File: config.mk
export PLATFORM = sky130hd
export DESIGN_NAME = apb_timer_gen2_flat
export DESIGN_NICKNAME = d
export VERILOG_FILES = /design/src/rtl/apb_timer_gen2_if.sv /design/src/rtl/apb_timer_gen2.sv /design/src/flat_wrapper.sv
export SDC_FILE = /design/constraint.sdc
export NUM_CORES = 1
export LEC_CHECK = 0
export CORE_MARGIN = 10
export CORE_UTILIZATION = 56
export CTS_CLUSTER_DIAMETER = 150
export CTS_CLUSTER_SIZE = 28
export DETAILED_ROUTE_END_ITERATION = 6
export PLACE_DENSITY = 0.82
export SYNTH_ARGS = -nofsm -noshare
export SYNTH_HDL_FRONTEND = slang
export SYNTH_SLANG_ARGS = --single-unit
export TNS_END_PERCENT = 5
File: constraint.sdc
create_clock -name PCLK -period 3.2 [get_ports PCLK]
set_clock_uncertainty 0.2 [all_clocks]
set_input_delay 0.64 -clock PCLK [delete_from_list [all_inputs] [get_ports PCLK]]
set_output_delay 0.64 -clock PCLK [all_outputs]
set_load 0.03 [all_outputs]
File: src/rtl/apb_timer_gen2_if.sv
// APB bus bundle for the gen2 timer: requester drives select/control/write data,
// the timer returns read data, ready and error.
interface apb_timer_gen2_if #(
  parameter int unsigned ADDR_WIDTH = 8,
  parameter int unsigned DATA_WIDTH = 8
);
  logic                  PSEL;
  logic                  PENABLE;
  logic                  PWRITE;
  logic [ADDR_WIDTH-1:0] PADDR;
  logic [DATA_WIDTH-1:0] PWDATA;
  logic [DATA_WIDTH-1:0] PRDATA;
  logic                  PREADY;
  logic                  PSLVERR;

  modport master (
    output PSEL, PENABLE, PWRITE, PADDR, PWDATA,
    input  PRDATA, PREADY, PSLVERR
  );

  modport slave (
    input  PSEL, PENABLE, PWRITE, PADDR, PWDATA,
    output PRDATA, PREADY, PSLVERR
  );
endinterface

File: src/rtl/apb_timer_gen2.sv
// APB-programmable up/down timer with reload, one-shot, compare match and
// synchronised external tick selection.
module apb_timer_gen2 #(
  parameter int unsigned ADDR_WIDTH  = 8,
  parameter int unsigned DATA_WIDTH  = 8,
  parameter int unsigned WAIT_STATES = 0
) (
  input  logic                  PCLK,
  input  logic                  PRESET_n,
  apb_timer_gen2_if.slave       apb,
  input  logic [3:0]            Clk_in,
  output logic                  TMR_OVF,
  output logic                  TMR_UDF,
  output logic                  TMR_CMP
);
  localparam int unsigned DW = DATA_WIDTH;
  localparam int unsigned AW = ADDR_WIDTH;
  localparam int unsigned WW = 4;

  typedef enum logic [1:0] {IDLE, SETUP, ACCESS} state_e;

  state_e        state_q, state_c, state_d;
  logic [WW-1:0] wait_q, wait_d;
  logic          ready_c, complete_c, err_c, wr_c;
  logic          wr_tdr_c, wr_tcr_c, wr_tsr_c, wr_tcmp_c;

  logic [DW-1:0] tdr_q, tcnt_q, tcmp_q, tcnt_d;
  logic          tcr_load_q, tcr_arld_q, tcr_down_q, tcr_en_q, tcr_os_q;
  logic [1:0]    tcr_cks_q;
  logic [2:0]    tsr_q, tsr_d;
  logic          load_pend_q;
  logic [2:0]    sync_q;
  logic          tick_c, cnt_upd_c, ovf_set_c, udf_set_c, cmp_set_c;
  logic [DW-1:0] tcr_rd_c;

  // A setup cycle on the bus is recognised in the same cycle so the access
  // phase lines up with the FSM's ACCESS state.
  always_comb begin
    state_c = state_q;
    state_d = state_q;
    wait_d  = wait_q;
    if (apb.PSEL && !apb.PENABLE) state_c = SETUP;
    case (state_c)
      IDLE:  state_d = IDLE;
      SETUP: begin
        state_d = ACCESS;
        wait_d  = WW'(WAIT_STATES);
      end
      ACCESS: begin
        if (!apb.PSEL)            state_d = IDLE;
        else if (wait_q != '0)    wait_d  = wait_q - WW'(1);
        else if (apb.PENABLE)     state_d = IDLE;
      end
      default: state_d = IDLE;
    endcase
  end

  always_ff @(posedge PCLK or negedge PRESET_n) begin
    if (!PRESET_n) begin
      state_q <= IDLE;
      wait_q  <= '0;
    end else begin
      state_q <= state_d;
      wait_q  <= wait_d;
    end
  end

  assign ready_c    = (state_c == ACCESS) && (wait_q == '0);
  assign complete_c = apb.PSEL && apb.PENABLE && ready_c;
  assign err_c      = complete_c && ((apb.PADDR > AW'(4)) ||
                                     (apb.PWRITE && apb.PADDR == AW'(3)));
  assign wr_c       = complete_c && apb.PWRITE && !err_c;
  assign wr_tdr_c   = wr_c && (apb.PADDR == AW'(0));
  assign wr_tcr_c   = wr_c && (apb.PADDR == AW'(1));
  assign wr_tsr_c   = wr_c && (apb.PADDR == AW'(2));
  assign wr_tcmp_c  = wr_c && (apb.PADDR == AW'(4));

  assign apb.PREADY  = ready_c;
  assign apb.PSLVERR = err_c;
  assign tcr_rd_c    = DW'({tcr_load_q, tcr_arld_q, tcr_down_q, tcr_en_q,
                            tcr_os_q, 1'b0, tcr_cks_q});

  always_comb begin
    apb.PRDATA = '0;
    if (complete_c && !err_c) begin
      case (apb.PADDR)
        AW'(0):  apb.PRDATA = tdr_q;
        AW'(1):  apb.PRDATA = tcr_rd_c;
        AW'(2):  apb.PRDATA = DW'(tsr_q);
        AW'(3):  apb.PRDATA = tcnt_q;
        AW'(4):  apb.PRDATA = tcmp_q;
        default: apb.PRDATA = '0;
      endcase
    end
  end

  assign tick_c = sync_q[1] && !sync_q[2];

  // A pending load pre-empts any tick; wrap values depend on ARLD.
  always_comb begin
    tcnt_d    = tcnt_q;
    cnt_upd_c = 1'b0;
    ovf_set_c = 1'b0;
    udf_set_c = 1'b0;
    if (load_pend_q) begin
      tcnt_d    = tdr_q;
      cnt_upd_c = 1'b1;
    end else if (tick_c && tcr_en_q) begin
      cnt_upd_c = 1'b1;
      if (!tcr_down_q) begin
        if (tcnt_q == '1) begin
          ovf_set_c = 1'b1;
          tcnt_d    = tcr_arld_q ? tdr_q : '0;
        end else begin
          tcnt_d = tcnt_q + DW'(1);
        end
      end else begin
        if (tcnt_q == '0) begin
          udf_set_c = 1'b1;
          tcnt_d    = tcr_arld_q ? tdr_q : '1;
        end else begin
          tcnt_d = tcnt_q - DW'(1);
        end
      end
    end
    cmp_set_c = cnt_upd_c && (tcnt_d == tcmp_q);
    tsr_d     = (tsr_q & ~(wr_tsr_c ? apb.PWDATA[2:0] : 3'b000)) |
                {cmp_set_c, udf_set_c, ovf_set_c};
  end

  always_ff @(posedge PCLK or negedge PRESET_n) begin
    if (!PRESET_n) begin
      tdr_q       <= '0;
      tcnt_q      <= '0;
      tcmp_q      <= '0;
      tcr_load_q  <= 1'b0;
      tcr_arld_q  <= 1'b0;
      tcr_down_q  <= 1'b0;
      tcr_en_q    <= 1'b0;
      tcr_os_q    <= 1'b0;
      tcr_cks_q   <= 2'b00;
      tsr_q       <= 3'b000;
      load_pend_q <= 1'b0;
      sync_q      <= 3'b000;
    end else begin
      sync_q      <= {sync_q[1:0], Clk_in[tcr_cks_q]};
      tcnt_q      <= tcnt_d;
      tsr_q       <= tsr_d;
      load_pend_q <= wr_tcr_c && apb.PWDATA[7] && !tcr_load_q;
      if (wr_tdr_c)  tdr_q  <= apb.PWDATA;
      if (wr_tcmp_c) tcmp_q <= apb.PWDATA;
      if (wr_tcr_c) begin
        tcr_load_q <= apb.PWDATA[7];
        tcr_arld_q <= apb.PWDATA[6];
        tcr_down_q <= apb.PWDATA[5];
        tcr_en_q   <= apb.PWDATA[4];
        tcr_os_q   <= apb.PWDATA[3];
        tcr_cks_q  <= apb.PWDATA[1:0];
      end
      if ((ovf_set_c || udf_set_c) && tcr_os_q) tcr_en_q <= 1'b0;
    end
  end

  assign TMR_OVF = tsr_q[0];
  assign TMR_UDF = tsr_q[1];
  assign TMR_CMP = tsr_q[2];
endmodule

File: src/flat_wrapper.sv
// flat-port wrapper written by rule: the top's interface ports become plain ports
module apb_timer_gen2_flat 
#(
  parameter int unsigned ADDR_WIDTH  = 8,
  parameter int unsigned DATA_WIDTH  = 8,
  parameter int unsigned WAIT_STATES = 0
)
  (PCLK, PRESET_n, Clk_in, TMR_OVF, TMR_UDF, TMR_CMP, apb_PSEL, apb_PENABLE, apb_PWRITE, apb_PADDR, apb_PWDATA, apb_PRDATA, apb_PREADY, apb_PSLVERR);
  apb_timer_gen2_if #(.ADDR_WIDTH(ADDR_WIDTH), .DATA_WIDTH(DATA_WIDTH)) apb_i ();
  input  logic PCLK;
  input  logic PRESET_n;
  input  logic [3:0] Clk_in;
  output logic TMR_OVF;
  output logic TMR_UDF;
  output logic TMR_CMP;
  input wire logic [$bits(apb_i.PSEL)-1:0] apb_PSEL;
  input wire logic [$bits(apb_i.PENABLE)-1:0] apb_PENABLE;
  input wire logic [$bits(apb_i.PWRITE)-1:0] apb_PWRITE;
  input wire logic [$bits(apb_i.PADDR)-1:0] apb_PADDR;
  input wire logic [$bits(apb_i.PWDATA)-1:0] apb_PWDATA;
  output wire logic [$bits(apb_i.PRDATA)-1:0] apb_PRDATA;
  output wire logic [$bits(apb_i.PREADY)-1:0] apb_PREADY;
  output wire logic [$bits(apb_i.PSLVERR)-1:0] apb_PSLVERR;
  assign apb_i.PSEL = apb_PSEL;
  assign apb_i.PENABLE = apb_PENABLE;
  assign apb_i.PWRITE = apb_PWRITE;
  assign apb_i.PADDR = apb_PADDR;
  assign apb_i.PWDATA = apb_PWDATA;
  assign apb_PRDATA = apb_i.PRDATA;
  assign apb_PREADY = apb_i.PREADY;
  assign apb_PSLVERR = apb_i.PSLVERR;
  apb_timer_gen2 #(.ADDR_WIDTH(ADDR_WIDTH), .DATA_WIDTH(DATA_WIDTH), .WAIT_STATES(WAIT_STATES)) u_core (.PCLK(PCLK), .PRESET_n(PRESET_n), .apb(apb_i), .Clk_in(Clk_in), .TMR_OVF(TMR_OVF), .TMR_UDF(TMR_UDF), .TMR_CMP(TMR_CMP));
endmodule
# After elaboration in Yosys (flattened, before gate mapping)
# Cells that the tools add are included.
# word_totals
register_bits,44
input_bits,25
out_inout_bits,13
wordCells,99
# op_classes
add_sub_neg,3
order_cmp,2
eq_ne,12
n_mux,32
n_bitwise,3
n_reduce_logical,33
# ops
op,count
8-bit two-way mux,8
8-bit one-hot mux with 5 select lines,1
1-bit logical AND,19
8-bit by 2-bit == test with 1-bit output (second input constant),2
8-bit logical NOT,2
1-bit two-way mux,13
8-bit by 1-bit adder with 8-bit output (second input constant),1
8-bit by 1-bit == test with 1-bit output (second input constant),1
8-bit by 3-bit == test with 1-bit output (second input constant),1
8-bit == test,1
8-bit == test (second input constant),1
8-bit by 3-bit > comparator with 1-bit output (second input constant),1
2-bit two-way mux,4
4-bit two-way mux,2
4-bit one-hot mux with 2 select lines,1
8-bit by 1-bit subtractor with 8-bit output (second input constant),1
3-bit != test (second input constant),2
1-bit logical NOT,4
4-bit logical NOT,1
2-bit one-hot mux with 2 select lines,1
2-bit nonzero test,2
4-bit nonzero test,1
4-bit by 1-bit subtractor with 4-bit output (second input constant),1
3-bit AND,1
12 further kinds,13

# Logic depth before layout (Yosys ltp)
# Gate-level depths: netlist (run 1).
# logic_depth
word_depth,14
depth_mapped,10
ltp_nobuf,9

# Worst setup path before layout (run 1)
# OpenSTA, ideal clock, no wires.
# synth_path
path_kind,input to output
startpoint,input port apb_PADDR[6]
endpoint,output port apb_PRDATA[3]
arrival_time_ns,2.498
path_slack_ns,-0.138
cell_stages,5
cell_sequence,or4_1 -> or3_1 -> nor3_2 -> a22oi_1 -> a21oi_1
# synth_via
elab_chain_len,7
word_cells_on_any_way,13
classes_between,order compare (1); eq/ne (4); mux (2); reduce/logical (6)
# synth_rtl
item,line_no,source
from (decl),flat_wrapper.sv:19,input wire logic [$bits(apb_i.PADDR)-1:0] apb_PADDR;
"parallel branches: the longest is 6 deep, another holds 8-bit by 3-bit > comparator with 1-bit output",n/a,
8-bit two-way mux (*),apb_timer_gen2.sv:85,if (complete_c && !err_c) begin
to (decl),flat_wrapper.sv:21,output wire logic [$bits(apb_i.PRDATA)-1:0] apb_PRDATA;
# Every way passes the cells marked *.

# Worst setup path after layout (run 1)
# layout_path
startpoint,input port apb_PADDR[3]
endpoint,output port apb_PRDATA[5]
# The elaborated chain is that of the path after synthesis.

==> impl_metrics.json, run 1 <==
{
  "drt_pass1_iterations": 7,
  "status": "finished with violations",
  "place_hpwl_um": 7330,
  "post-route-period-util_pct": 101,
  "cpMostUsedCell": "buf_6",
  "cp.arrival_ps": 2380,
  "synth_nets": 387,
  "worstPathRequired_ps": 2360,
  "clockBufferDepth": 2,
  "start_kind": "input port",
  "cts_sinks": 43,
  "internal_power_uw": 953,
  "power_uw": 1260,
  "wl_per_cell_um": 21.5,
  "placed_area_mm2": 0.00370,
  "holdPathStages": 0,
  "grt_max_degree": 44,
  "globalplace.congestion": 1.02,
  "p_switching_uw": 305,
  "grt_pass1_vias": 3135,
  "fin_ws_ps": -21.7,
  "vias": 3293,
  "postLayoutCellArea_mm2": 0.00398,
  "p_leak_uw": 0.00165,
  "io_pins": 38,
  "comb_power_share_pct": 13.6,
  "cts_root_buf": "clkbuf_8",
  "ant_nets": 0,
  "layout-drive-gt1-share_pct": 25.8,
  "reg2reg_slack_ps": 170,
  "dr.first_iter.drc_count": 363,
  "slowest_stage": "or4_4",
  "place_ws_ps": -446,
  "grt_remaining_overflow": 0,
  "num_rows": 27,
  "cts.clk_slew.worst_paths_ps": 80,
  "period_needed_ps": 3220,
  "hold_slack_ps": 154,
  "ir_worst_vdd_v": 0.000366,
  "core_mm2": 0.00544,
  "clk_latency_ps": 310,
  "worstHoldStart": "u_core.sync_q[0]",
  "synth_seq_cells": 43,
  "cp_max_fo": 6,
  "synthTopCellsByArea": "dfrtp_1 35%, mux2_2 7.2%, o21ai_0 4.8%, nand2_1 4.3%, a21oi_1 2.4%",
  "die_x_um": 94.5,
  "yosys_warnings": 0,
  "port_buffers": 37,
  "holdBufCountCts": 0,
  "area_growth_pct": 27.8,
  "violations": "setup timing",
  "worstHoldPathType": "reg2reg",
  "p_seq_share_pct": 46.1,
  "syn_area_per_cell_um2": 8.72,
  "rsz0062_at_grt": "yes",
  "synth-edff-count": 0,
  "crit_start": "apb_PADDR[3]",
  "critPathMaxStageDelay_ps": 530,
  "p_sw_share_pct": 24.2,
  "async_flop_share_pct": 100,
  "die_h_um": 94.5,
  "viasPerCell": 6.78,
  "die-area_mm2": 0.00894,
  "yosysSeqAreaShare_pct": 34.6,
  "synth-main-ff-cell": "dfrtp_1",
  "pwr-share-clk_pct": 40.3,
  "slew_viol_final": 0,
  "end_kind": "output pin",
  "antenna_found_initial": 0,
  "syn_area_mm2": 0.00311,
  "reg2reg_from": "u_core.tcnt_q[0]",
  "cp_cell_sequence": "buf_6, or4_4, or3_4, nor3_2, buf_4, a22oi_2, a21oi_2, buf_6",
  "path_class": "in2out",
  "setup-violations-final": 1,
  "ys_types": 64,
  "grt_pass1_wl_um": 16200,
  "max-cap-violations": 0,
  "r2r_cells": 9,
  "relSlewSlack_pct": 37.4,
  "cts_tree": "done",
  "grt_util_all_layers_pct": 22.9,
  "diodes": 0,
  "finalSetupTns_ps": -21.7,
  "tightest_slew_ps": 939,
  "drt_wl_total_um": 10500,
  "final_nets": 443,
  "remaining_drc_errors": 0,
  "synth_top_area_share_pct": 34.6,
  "cts_made_buffers": 5,
  "syn_inst": 357,
  "powerDensity_mw_per_mm2": 316,
  "holdPathEnd": "u_core.sync_q[1]",
  "initial_core_util_pct": 57.2,
  "htreeDepth": 2,
  "fmax_mhz": 310,
  "r2r-end": "u_core.tsr_q[2]",
  "hold_violations": 0,
  "yosys.area.top_type": "dfrtp_1"
}
power by group through the flow:
stage                     combinational (µW)  sequential (µW)  clock [µW]
final                                    171              580         506
after global placement                   152              586           0
after floorplan                         82.3              583           0
after CTS                                159              577         508
after global routing                     190              582         531
after detailed placement                 159              587           0
critical path: cells and delay by family:
| family | cells | cell delay (ps) |
|---|---|---|
| AOI/OAI and AO/OA | 2 | 320 |
| buffers and inverters | 3 | 440 |
| and+or+nand+nor | 3 | 990 |
repair_timing:
action / CTS / global route
gates resized for setup: 36 / 7
endpoints found under the setup margin: 9 / 8
pin swaps: 9 / 6
buffers inserted: 2 / 1
registers in the layout, indices dropped and copies added (netlist names), 2 cells and up:
name              count
u_core.tcmp_q         8
u_core.tcnt_q         8
u_core.tdr_q          8
u_core.wait_q         4
u_core.sync_q         3
u_core.tsr_q          3
u_core.tcr_cks_q      2
layout make-up:
| cell class | count | area [µm²] |
|---|---|---|
| multi-input combinational | 273 | 1980 |
| fill | 370 | 1460 |
| sequential | 43 | 1080 |
| timing repair buffer | 75 | 639 |
| tap | 72 | 90.1 |
| clock buffer | 6 | 72.6 |
| clock inverter | 2 | 60.1 |
| inverter | 15 | 56.3 |
synthesized netlist by cell type (all sizes together) (2+ instances only):
| cell | n |
|---|---|
| dfrtp | 43 |
| nand2 | 36 |
| o21ai | 30 |
| mux2 | 20 |
| clkbuf | 19 |
| nor2 | 17 |
| a21oi | 15 |
| inv | 15 |
| nand3 | 14 |
| a22oi | 10 |
| a31oi | 10 |
| nor3 | 10 |
| xnor2 | 8 |
| and3 | 7 |
| buf | 7 |
| nor2b | 6 |
| ha | 5 |
| mux2i | 5 |
| nand2b | 5 |
| nand4 | 5 |
| nor4 | 5 |
| o211ai | 5 |
| or3 | 5 |
| xor2 | 4 |
| a211o | 3 |
| a221oi | 3 |
| o21a | 3 |
| o31ai | 3 |
| o32ai | 3 |
| a2111oi | 2 |
| a211oi | 2 |
| a22o | 2 |
| a311oi | 2 |
| a32o | 2 |
| and3b | 2 |
| nand3b | 2 |
| nor4b | 2 |
per-layer routing:
metal / global-route usage [%] / up-vias / routed length [µm]
met5: 0 / - / 0
met4: 10.1 / 0 / 554
met1: 27.9 / 1530 / 3880
li1: - / 1446 / -
met2: 37.8 / 259 / 4920
met3: 5.39 / 58 / 1100
metrics by stage:
stage | cells | utilization (%)
floorplan | 357 | -
global placement | 475 | 68.1
detailed placement | 475 | 68.1
CTS | 485 | 72.4
global route | 486 | 73.1
finish | 486 | 73.1
kinds of logic (layout without fill, tap and decap cells):
group,after synthesis,in the layout,synth area share [%]
xor+xnor,12,12,3.38
flops,43,43,34.6
mux,26,26,9.57
fa+ha+maj,5,5,2.01
simple gates,124,124,21.8
buf+inv,41,98,5.31
compound gates,106,106,23.3
worst max-delay path by stage:
stage,end,cells after the start
floorplan,apb_PRDATA[5],5
global placement,apb_PRDATA[6],7
detailed placement,apb_PRDATA[6],7
CTS,apb_PRDATA[5],8
global route,apb_PRDATA[5],8
finish,apb_PRDATA[5],8
placed cells by master, fill, tap and decap left out, drive strengths merged, types with 8 or more instances in the layout:
cell | synthesis | layout
a21oi | 15 | 15
a22oi | 10 | 10
a31oi | 10 | 10
buf | 7 | 50
clkdlybuf4s50 | 0 | 23
dfrtp | 43 | 43
inv | 15 | 15
mux2 | 20 | 20
nand2 | 36 | 36
nand3 | 14 | 14
nor2 | 17 | 17
nor3 | 10 | 10
o21ai | 30 | 30
xnor2 | 8 | 8
Note: power is estimated with default switching activity, not from simulation.
==> inputs of run 2 (changes only) <==
ABC_CLOCK_PERIOD_IN_PS = 3200   (was default)
CORE_UTILIZATION = 40   (was 56)
PLACE_DENSITY = 0.63   (was 0.82)
==> run 2 against run 1 <==
The run now ends clean. Count of clock-buffer cells in the layout is 1 lower. Register-to-register slack better by 130 ps. Worst setup slack better by 41 ps. Via count is 6.3% lower. First-iteration DRC count is 35% lower. Cell area is 1.2% higher. Clock power is 11% lower. Largest power group unchanged. Fmax is 1.3% higher.
==> impl_metrics.json, run 2 (synthesized netlist as in run 1, its figures left out) <==
{
  "internal_power_uw": 876,
  "diodes": 0,
  "cts.clk_slew.worst_paths_ps": 90,
  "grt_max_degree": 44,
  "holdPathEnd": "u_core.sync_q[1]",
  "final_nets": 443,
  "cts_root_buf": "clkbuf_8",
  "place_hpwl_um": 7420,
  "instances_no_fill": 516,
  "drt_pass1_iterations": 5,
  "viasPerCell": 5.98,
  "grt_remaining_overflow": 0,
  "area_growth_pct": 29.4,
  "htreeDepth": 2,
  "num_rows": 32,
  "p_seq_share_pct": 48.5,
  "clk_latency_ps": 310,
  "dr.first_iter.drc_count": 237,
  "largestRegisters": "u_core.tcmp_q: 8 flops, u_core.tcnt_q: 8 flops, u_core.tdr_q: 8 flops",
  "fin_ws_ps": 18.9,
  "die-area_mm2": 0.0117,
  "holdPathStages": 0,
  "path_class": "in2out",
  "end_kind": "output pin",
  "ant_nets": 0,
  "cts_sinks": 43,
  "io_pins": 38,
  "port_buffers": 37,
  "relSlewSlack_pct": 35.3,
  "start_kind": "input port",
  "worstHoldStart": "u_core.sync_q[0]",
  "initial_core_util_pct": 40.7,
  "p_leak_uw": 0.00165,
  "core_mm2": 0.00765,
  "grt_util_all_layers_pct": 17.1,
  "status": "finished, final reports clean",
  "slew_viol_final": 0,
  "max-cap-violations": 0,
  "cts_tree": "done",
  "grt_pass1_wl_um": 16100,
  "die_h_um": 108,
  "vias": 3087,
  "post-route-period-util_pct": 99.4,
  "powerDensity_mw_per_mm2": 296,
  "cp_max_fo": 9,
  "wl_per_cell_um": 18.9,
  "comb_power_share_pct": 13.9,
  "drt_wl_total_um": 9730,
  "worstHoldPathType": "reg2reg",
  "die_x_um": 108,
  "grt_pass1_vias": 3114,
  "antenna_found_initial": 0,
  "hold_violations": 0,
  "r2r-end": "u_core.tsr_q[2]",
  "worstPathRequired_ps": 2360,
  "fillers": 695,
  "p_switching_uw": 315,
  "r2r_cells": 9,
  "setup-violations-final": 0,
  "p_sw_share_pct": 26.5,
  "layout_common_cells": "43 x dfrtp_1, 35 x nand2_1, 35 x buf_4",
  "holdBufCountCts": 0,
  "cp.arrival_ps": 2340,
  "reg2reg_slack_ps": 300,
  "remaining_drc_errors": 0,
  "tightest_slew_ps": 971,
  "dp.cells": 507,
  "layout-drive-gt1-share_pct": 25.8,
  "period_needed_ps": 3180,
  "rsz0062_at_grt": "yes",
  "power_uw": 1190,
  "place_ws_ps": -358,
  "globalplace.congestion": 0.932,
  "clockBufferDepth": 2,
  "cts_made_buffers": 5,
  "ir_worst_vdd_v": 0.000215,
  "pwr-share-clk_pct": 37.6,
  "layout_commonest_cell": "dfrtp_1",
  "fmax_mhz": 314,
  "reg2reg_from": "u_core.tcnt_q[1]"
}
[run 2: cell count changes in the layout (fill, tap and decap cells not counted), sizes merged]
cell           change
bufinv             -1
clkbuf             -1
clkdlybuf4s50      -1
clkinvlp           +1
dlymetal6s2s       +1
inv                +1
[run 2: power groups by stage]
stage / Sequential [µW] / Combinational (µW) / Clock, µW
after floorplan: 583 / 82.3 / 0
after global placement: 587 / 159 / 0
after detailed placement: 587 / 165 / 0
after CTS: 577 / 165 / 456
after global routing: 581 / 190 / 478
final: 577 / 166 / 448
[run 2: worst max-delay path by stage]
stage / startpoint / to / depth (start not counted)
after CTS: apb_PADDR[3] / apb_PRDATA[6] / 8
final: apb_PADDR[3] / apb_PRDATA[6] / 8
after detailed placement: apb_PADDR[6] / apb_PRDATA[4] / 8
after global routing: apb_PADDR[3] / apb_PRDATA[6] / 9
after floorplan: apb_PADDR[6] / apb_PRDATA[5] / 5
after global placement: apb_PADDR[6] / apb_PRDATA[5] / 8
[run 2: repair_timing]
action / 4_1_cts / 5_1_grt
buffers inserted: 1 / 0
setup endpoints to repair: 9 / 8
resized for setup: 28 / 16
endpoints found under the hold margin: 0 / 0
pin swaps: 9 / 7
[run 2: per-layer routing]
layer / vias up / track usage (%) / wire length [µm]
met5: - / 0 / 0
met3: 16 / 3.99 / 684
li1: 1440 / - / -
met2: 122 / 26.9 / 4500
met1: 1509 / 22.5 / 4380
met4: 0 / 5.82 / 174
[run 2: per-stage QoR]
step | setup TNS [ps] | area (µm²) | hold WS [ps] | utilization, %
floorplan | -647 | 3120 | 131 | -
global placement | -2540 | 3780 | 131 | 49.5
detailed placement | -2770 | 3780 | 143 | 49.5
CTS | -384 | 3960 | 165 | 51.8
global route | -88.8 | 4030 | 178 | 52.6
finish | 0 | 4030 | 164 | 52.6
[run 2: cell type report]
cell class                      instances  area, µm²  share of cell area (%)
Multi-Input combinational cell        273       1970                    48.9
Sequential cell                        43       1080                    26.7
Clock inverter                          3       46.3                    1.15
Timing Repair Buffer                   75        682                    16.9
Clock buffer                            5       68.8                    1.71
Inverter                               15       56.3                    1.40
Tap cell                              102        128                    3.17
[run 2: worst max-delay path, cell delays in order]
cell	delay (ps)
buf_6	90
or4_4	530
buf_4	160
nor2_1	110
nand3_1	130
or2_4	340
a31oi_2	190
buf_6	160
